$ cat config.mk
export PLATFORM = sky130hd
export DESIGN_NAME = spi_master_ctrl
export DESIGN_NICKNAME = d
export VERILOG_FILES = /design/src/rtl/spi_master_ctrl.sv
export SDC_FILE = /design/constraint.sdc
export NUM_CORES = 1
export LEC_CHECK = 0
export CAP_MARGIN = 20
export CORE_UTILIZATION = 55
export DETAILED_ROUTE_END_ITERATION = 7
export GPL_ROUTABILITY_DRIVEN = 0
export PLACE_DENSITY_LB_ADDON = 0.12
export SYNTH_ARGS = -nofsm -noshare
export SYNTH_HDL_FRONTEND = slang
export SYNTH_SLANG_ARGS = --single-unit
$ cat constraint.sdc
create_clock -name i_clk -period 3.3 [get_ports i_clk]
set_input_delay 0.66 -clock i_clk [delete_from_list [all_inputs] [get_ports i_clk]]
set_output_delay 0.66 -clock i_clk [all_outputs]
set_load 0.02 [all_outputs]
$ cat src/rtl/spi_master_ctrl.sv
// SPI mode-0 master: one DATA_WIDTH-bit frame per accepted i_start, MSB first.
// SCLK half-period is CLK_DIV system clocks. DATA_WIDTH must be at least 2.
// Optional build macro SPI_MASTER_LOOPBACK_EN adds i_loopback, which lets the
// receive path sample o_spi_mosi instead of i_spi_miso.
module spi_master_ctrl #(
  parameter int unsigned DATA_WIDTH = 8,
  parameter int unsigned CLK_DIV    = 4
) (
  input  logic                  i_clk,
  input  logic                  i_rst,
  input  logic                  i_start,
  input  logic [DATA_WIDTH-1:0] i_tx_data,
`ifdef SPI_MASTER_LOOPBACK_EN
  input  logic                  i_loopback,
`endif
  output logic                  o_busy,
  output logic                  o_done,
  output logic [DATA_WIDTH-1:0] o_rx_data,
  output logic                  o_spi_cs,
  output logic                  o_spi_sclk,
  output logic                  o_spi_mosi,
  input  logic                  i_spi_miso
);

  localparam int unsigned    BCW      = $clog2(2 * DATA_WIDTH) + 1;
  localparam logic [7:0]     DIV_LAST = 8'(CLK_DIV - 1);
  localparam logic [BCW-1:0] BIT_LAST = BCW'(2 * DATA_WIDTH - 1);
  localparam logic [BCW-1:0] BIT_ONE  = BCW'(1);

  typedef enum logic [2:0] {IDLE, SETUP, XFER, HOLD, DONE} state_t;

  state_t                state_q, state_d;
  logic [7:0]            div_q, div_d;
  logic [BCW-1:0]        bit_q, bit_d;
  logic [DATA_WIDTH-1:0] tx_q, tx_d;
  logic [DATA_WIDTH-1:0] rx_q, rx_d;
  logic [DATA_WIDTH-1:0] rxw_q, rxw_d;
  logic                  sclk_q, sclk_d;
  logic                  mosi_q, mosi_d;
  logic                  cs_q, cs_d;
  logic                  busy_q, busy_d;
  logic                  done_q, done_d;
  logic                  half_end;
  logic                  rx_in;

  assign half_end = (div_q == DIV_LAST);

`ifdef SPI_MASTER_LOOPBACK_EN
  assign rx_in = i_loopback ? mosi_q : i_spi_miso;
`else
  assign rx_in = i_spi_miso;
`endif

  // State register plus all datapath and output registers, synchronous reset.
  always_ff @(posedge i_clk) begin
    if (!i_rst) begin
      state_q <= IDLE;
      div_q   <= '0;
      bit_q   <= '0;
      tx_q    <= '0;
      rx_q    <= '0;
      rxw_q   <= '0;
      sclk_q  <= 1'b0;
      mosi_q  <= 1'b0;
      cs_q    <= 1'b1;
      busy_q  <= 1'b0;
      done_q  <= 1'b0;
    end else begin
      state_q <= state_d;
      div_q   <= div_d;
      bit_q   <= bit_d;
      tx_q    <= tx_d;
      rx_q    <= rx_d;
      rxw_q   <= rxw_d;
      sclk_q  <= sclk_d;
      mosi_q  <= mosi_d;
      cs_q    <= cs_d;
      busy_q  <= busy_d;
      done_q  <= done_d;
    end
  end

  // Next-state: each non-idle phase ends when the divider reaches its last count.
  always_comb begin
    state_d = state_q;
    case (state_q)
      IDLE:    if (i_start) state_d = SETUP;
      SETUP:   if (half_end) state_d = XFER;
      XFER:    if (half_end && (bit_q == BIT_LAST)) state_d = HOLD;
      HOLD:    if (half_end) state_d = DONE;
      DONE:    state_d = IDLE;
      default: state_d = IDLE;
    endcase
  end

  // Counters, shifters and output next values. Status outputs are decoded from
  // state_d so the registered copies line up with the state they describe.
  always_comb begin
    div_d = div_q + 8'd1;
    if ((state_q == IDLE) || (state_d != state_q) || half_end) div_d = '0;

    bit_d = bit_q;
    if (state_q != XFER)  bit_d = '0;
    else if (half_end)    bit_d = bit_q + BIT_ONE;

    tx_d   = tx_q;
    rx_d   = rx_q;
    sclk_d = sclk_q;
    mosi_d = mosi_q;
    case (state_q)
      IDLE: begin
        if (i_start) begin
          tx_d   = i_tx_data;
          mosi_d = i_tx_data[DATA_WIDTH-1];
          rx_d   = '0;
        end
      end
      XFER: begin
        if (half_end) begin
          sclk_d = ~sclk_q;
          if (!bit_q[0]) begin
            rx_d = {rx_q[DATA_WIDTH-2:0], rx_in};
          end else if (bit_q != BIT_LAST) begin
            tx_d   = {tx_q[DATA_WIDTH-2:0], 1'b0};
            mosi_d = tx_q[DATA_WIDTH-2];
          end
        end
      end
      default: ;
    endcase

    cs_d   = (state_d == IDLE) || (state_d == DONE);
    busy_d = !cs_d;
    done_d = (state_d == DONE);
    rxw_d  = rxw_q;
    if (state_d == DONE) rxw_d = rx_q;
  end

  assign o_busy     = busy_q;
  assign o_done     = done_q;
  assign o_rx_data  = rxw_q;
  assign o_spi_cs   = cs_q;
  assign o_spi_sclk = sclk_q;
  assign o_spi_mosi = mosi_q;

endmodule

==> results of run 1 <==
==> power groups by stage <==
stage / logic (W) / registers, W / clock network (W)
final: 0.0000574 / 0.000550 / 0.000322
after global routing: 0.0000625 / 0.000552 / 0.000355
after CTS: 0.0000577 / 0.000551 / 0.000332
after detailed placement: 0.0000571 / 0.000563 / 0
after global placement: 0.0000552 / 0.000561 / 0
after floorplan: 0.0000329 / 0.000563 / 0
==> through the flow <==
step                      setup slack (ns)   util
after floorplan                       1.29      -
after global placement               0.929  0.666
after detailed placement             0.898  0.666
after CTS                            0.975  0.691
after global routing                 0.819  0.691
final                                0.966  0.691
==> logic make-up after synthesis <==
group / count (synthesis)
adders and majority gates: 3
DFF: 44
AOI/OAI and AO/OA: 27
buffers and inverters: 15
and+or+nand+nor: 77
xor gates and xnor gates: 11
muxes: 9
==> registers in the layout (all words and copies together) (netlist names) <==
register and flops:
rx_q 8, o_spi_cs 1, tx_q 7, state_q 3
o_spi_mosi 1, o_rx_data 8, o_done 1, div_q 8
bit_q 5, o_busy 1, o_spi_sclk 1
==> cell usage after synthesis (all sizes together) <==
cell / n
mux2i: 9
and2: 1
o21ai: 1
xor2: 7
nor4: 3
or2: 2
clkbuf: 3
inv: 4
a211oi: 2
dfxtp: 44
ha: 3
nor2: 41
o211a: 7
or3b: 2
nand2b: 2
nand2: 2
buf: 8
a22o: 8
nand4: 2
o22ai: 7
nand3: 8
a31oi: 1
a311oi: 1
or4: 1
nor3b: 3
nor3: 4
xnor2: 4
and3: 3
or3: 1
nor2b: 2
==> routing by layer <==
layer	vias to the layer above	wire [um]	part of all wire	track usage
li1	690	-	-	-
met3	3	161	0.048	0.0655
met5	-	0	0	0
met4	0	32	0.0095	0.0612
met2	35	1640	0.49	0.339
met1	675	1530	0.46	0.268
==> worst register-to-register path: cells and delay by family, from the launching register on <==
| kind | cells | cell delay (ns) |
|---|---|---|
| flops | 1 | 0.42 |
| compound gates | 1 | 0.14 |
| simple gates | 3 | 1.38 |
| fa+ha+maj | 1 | 0.28 |
==> worst min-delay path by stage <==
stage	start	to	slack [ns]	cells after the start
after floorplan	tx_q[0]	tx_q[0]	0.44	2
after detailed placement	div_q[0]	div_q[0]	0.47	1
after global routing	o_spi_mosi	o_spi_mosi	0.53	1
final	tx_q[0]	tx_q[0]	0.49	2
after global placement	tx_q[0]	tx_q[0]	0.45	2
after CTS	tx_q[0]	tx_q[0]	0.49	2
==> final cells by class <==
| type | count | area [sq um] | share of cell area |
|---|---|---|---|
| flip-flops and latches | 44 | 881 | 0.414 |
| clock inverters | 2 | 35.0 | 0.0165 |
| inverters | 4 | 15.0 | 0.00706 |
| clock buffers | 6 | 41.3 | 0.0194 |
| well taps | 44 | 55.1 | 0.0259 |
| multi-input cells | 127 | 851 | 0.400 |
| repair buffers | 25 | 248 | 0.117 |
==> flow_summary.toml, run 1 <==
[routing]
route.detailed.drc = 0
wirelength_um = 3360
route.vias.total = 1403
drt_iter0_drc = 143
viasPerCell = 5.57
firstDrtPassIters = 4
routedWlPerCell_um = 13.3
ant_nets = 0

[floorplanning]
pin_count = 25
die_area_sq_um = 3530
std_cell_rows = 20
start_util = 0.588
die_w_um = 59.4
die_h_um = 59.4
core_area_sq_um = 3080

[critical_path]
critical_path.top_delay_family = "simple AND/OR/NAND/NOR gates"
reg2reg_from = "div_q[0]"
r2r_end = "tx_q[0]"
cp_cell_sequence = "ha_1 > or3b_2 > nor4_4 > or2_1 > o21ai_0"
critPathBufInv = 0
worst-path-stages = 5
arrival_ns = 2.57
slowest_stage = "or3b_2"
worstSetupPathType = "register to register"
critPathRequiredTime_ns = 3.54
path_max_fanout = 8
critPathLaunch = "div_q[0]"
crit_path_end_kind = "register"
critPathCapture = "tx_q[0]"
ff2ff_path_depth = 5
worst_setup_path_start_kind = "register"
cp_slowest_stage_delay_ns = 0.57
reg2reg_slack_ns = 0.97

[timing]
timing.slew.headroom = 0.538
fin_crit_ns = 2.33
max_freq_ghz = 0.428
drv_slew = 0
worstMarginPinSlew_ns = 0.690
skew_ns = 0.0119
hold_viol_final = 0
rsz0062_at_grt = "false"
finalSetupViolations = 0
finalCritPeriodShare = 0.707
tns_ns = 0
holdWs_ns = 0.491

[synth]
synth.top_cell.area_share = 0.487
postSynthAreaPerCell_sq_um = 9.73
synth_adder_area_share = 0.0207
synth_top_area_cell = "dfxtp_1"
synthXorXnorAreaFrac = 0.0532
ys_types = 36
synth_top_family_by_area = "simple AND/OR/NAND/NOR gates"
synth-simple-area-share = 0.225
yosysWarnings = 0
ys_ff_latch = 44
synth_area_leaders = "dfxtp_1, nor2_1, mux2i_1, a22o_1, o211a_1"
ys_seq_area_frac = 0.487
synth_nets = 201
synth-compound-area-share = 0.121
synth_cells = 186
synth_area_sq_um = 1810
synthMuxAreaShare = 0.0498

[clock_network]
clock_latency_ns = 0.35
cts_inserted_buffers = 5
postCtsSetupRepairBufs = 0
clock_path_buffers = 2
clkSinkCount = 44
cts_root_buf = "clkbuf_4"
h-tree-depth = 2
cts_resized = 0
clkSlewWorstSetupHoldPaths_ns = 0.12
cts_tree = "yes"
hold_buffers = 0

[power_and_ir_drop]
power_w = 0.000930
power.leakage_nw = 0.904
intPower_w = 0.000732
power.switching_w = 0.000198
swShare = 0.213
power.density_nw_per_um2 = 437
combinationalPowerShare = 0.062
ir_worst_vdd_uv = 281
seqPwrFrac = 0.592
p_clk_frac = 0.346

[cells_and_area]
layout_common_cells = "dfxtp_1, nor2_1, clkdlybuf4s50_1, mux2i_1"
syn_to_final_growth_pct = 17.4
final_nets = 222
layout_commonest_cell = "dfxtp_1"
design_area_sq_um = 2130
fillCellCount = 263
drive_above_1_share = 0.0769
antennaDiodeCount = 0
finalNonFillerCells = 252

[run_status]
run_status = "finished, final reports clean"

[placement]
numPortBuffers = 24
hpwlAfterDp_um = 2410
dpl_cell_area_sq_um = 2050
placedCellCount = 244

[global_routing]
grt_pass1_vias = 1225
grt-ovfl-total = 0
grt_max_degree = 14
grt_usage = 0.209
antenna_found_initial = 0
grt_pass1_wl_um = 5420

[min_path]
hp-class = "register to register"

[flow_run]
cap_violations = 0
(Power assumes the default switching activity.)
==> run 2: changes to the inputs <==
--- a/config.mk
+++ b/config.mk
@@ -6,7 +6,7 @@
 export NUM_CORES = 1
 export LEC_CHECK = 0
 export CAP_MARGIN = 20
-export CORE_UTILIZATION = 55
+export CORE_UTILIZATION = 53
 export DETAILED_ROUTE_END_ITERATION = 7
 export GPL_ROUTABILITY_DRIVEN = 0
 export PLACE_DENSITY_LB_ADDON = 0.12
==> constraint.sdc (replaced) <==
create_clock -name i_clk -period 2.4 [get_ports i_clk]
set_input_delay 0.48 -clock i_clk [delete_from_list [all_inputs] [get_ports i_clk]]
set_output_delay 0.48 -clock i_clk [all_outputs]
set_load 0.02 [all_outputs]
==> run 2 against run 1 <==
Flip-flop and latch count unchanged. Clock skew decreased by 0.0055 ns. Sequential share of layout area decreased by 0.46 points. First-iteration DRC count fell by 47%. Sequential power rose by 37%. Non-clock buffer count rose by 4. Clock power is 19% higher. Maximum frequency rose by 8.5%. Core utilization is 0.89 points lower. Critical path type unchanged. Critical endpoint is now rx_q[3]. Largest cell class unchanged. Largest power group unchanged.
==> flow_summary.toml, run 2 (synthesis results as in run 1) <==
[critical_path]
cp_slowest_stage_delay_ns = 0.77
reg2reg_slack_ns = 0.25
path_max_fanout = 8
critical_path.top_delay_family = "compound AO/OA/AOI/OAI gates"
slowest_stage = "a211oi_1"
cp_cell_sequence = "ha_1 > or3b_2 > nor2_4 > a211oi_1 > a22o_1"
worstSetupPathType = "register to register"
critPathRequiredTime_ns = 2.70
crit_path_end_kind = "register"
worst_setup_path_start_kind = "register"
critPathBufInv = 0
arrival_ns = 2.45

[placement]
hpwlAfterDp_um = 2330
numPortBuffers = 24
place_ws_ns = 0.109

[timing]
finalCritPeriodShare = 0.896
rsz0062_at_grt = "false"
holdWs_ns = 0.472
fin_ws_ns = 0.249
tns_ns = 0
drv_slew = 0
max_freq_ghz = 0.465
skew_ns = 0.00646
hold_viol_final = 0
timing.slew.headroom = 0.372
fin_crit_ns = 2.15
worstMarginPinSlew_ns = 0.937
finalSetupViolations = 0

[cells_and_area]
antennaDiodeCount = 0
syn_to_final_growth_pct = 18.7
fillCellCount = 279
final_nets = 226
fin_util = 0.682
drive_above_1_share = 0.0948
layout_commonest_cell = "dfxtp_1"
layout_common_cells = "dfxtp_1, nor2_1, clkdlybuf4s50_1, mux2i_1"

[global_routing]
grt_max_degree = 13
grt-ovfl-total = 0
globalRouteMet3Util = 0.0469
antenna_found_initial = 0
grtUsageMet2 = 0.317
grt_pass1_vias = 1262
grt_usage = 0.203
grt_pass1_wl_um = 5400
gr-max-usage-layer = "met2"
globalRouteMet1Util = 0.262

[floorplanning]
pin_count = 25
die_h_um = 60.4
core_area_sq_um = 3150
std_cell_rows = 20
die_w_um = 60.4
die_area_sq_um = 3650
start_util = 0.574

[power_and_ir_drop]
combinationalPowerShare = 0.065
ir_worst_vdd_uv = 386
p_clk_frac = 0.314
power_w = 0.00122
swShare = 0.215
power.leakage_nw = 0.920
power.density_nw_per_um2 = 566
seqPwrFrac = 0.622
intPower_w = 0.000955
power.switching_w = 0.000262

[run_status]
run_status = "finished, final reports clean"

[routing]
route.detailed.drc = 0
ant_nets = 0
wirelength_um = 3190
viasPerCell = 5.37
routedWlPerCell_um = 12.5
firstDrtPassIters = 4
drt_iter0_drc = 76
route.vias.total = 1370

[clock_network]
clock_path_buffers = 2
clkSlewWorstSetupHoldPaths_ns = 0.12
clkSinkCount = 44
clock_latency_ns = 0.35
cts_root_buf = "clkbuf_4"
h-tree-depth = 2
cts_tree = "yes"
cts_inserted_buffers = 5

[flow_run]
cap_violations = 0

[min_path]
hp-class = "register to register"
[run 2: what timing repair did]
item                                    in CTS  in global routing
setup buffers                                0                  0
endpoints found under the hold margin        0                  0
endpoints found under the setup margin       0                  1
hold buffers                                 0                  0
resized for setup                            0                  1
[run 2: path summary, 6_finish.rpt]
kind                  end      from  depth (start not counted)
setup / recovery  rx_q[3]  div_q[0]                          5
hold / removal    tx_q[0]   tx_q[0]                          2
setup reg to reg  rx_q[3]  div_q[0]                          5
hold reg to reg   tx_q[0]   tx_q[0]                          2
[run 2: worst min-delay path, stage by stage, from the launching register on]
cell	delay (ns)
dfxtp_1	0.33
nand2_1	0.05
o21ai_0	0.06
[run 2: per-layer routing]
metal | up-vias | part of all wire
li1 | 701 | -
met1 | 621 | 0.49
met2 | 40 | 0.45
met3 | 8 | 0.047
met4 | 0 | 0.022
met5 | - | 0
[run 2: through the flow]
stage                     instances  instance area, sq um
after floorplan                 186                  1810
after detailed placement        248                  2080
after global placement          248                  2080
after CTS                       255                  2140
final                           255                  2150
after global routing            255                  2150
[run 2: layout make-up]
cell class	instances	area, sq um	share of cell area
clock buffer	7	65.1	0.0303
inverter	4	15.0	0.00698
multi-input combinational	127	856	0.398
sequential	44	881	0.410
tap	44	55.1	0.0256
timing repair buffer	29	278	0.129
[run 2: power groups by stage]
stage	Combinational, W	Clock [W]	Sequential [W]
CTS	0.0000796	0.000396	0.000756
global placement	0.0000780	0	0.000772
finish	0.0000788	0.000382	0.000756
global route	0.0000872	0.000424	0.000759
floorplan	0.0000453	0	0.000774
detailed placement	0.0000792	0	0.000773
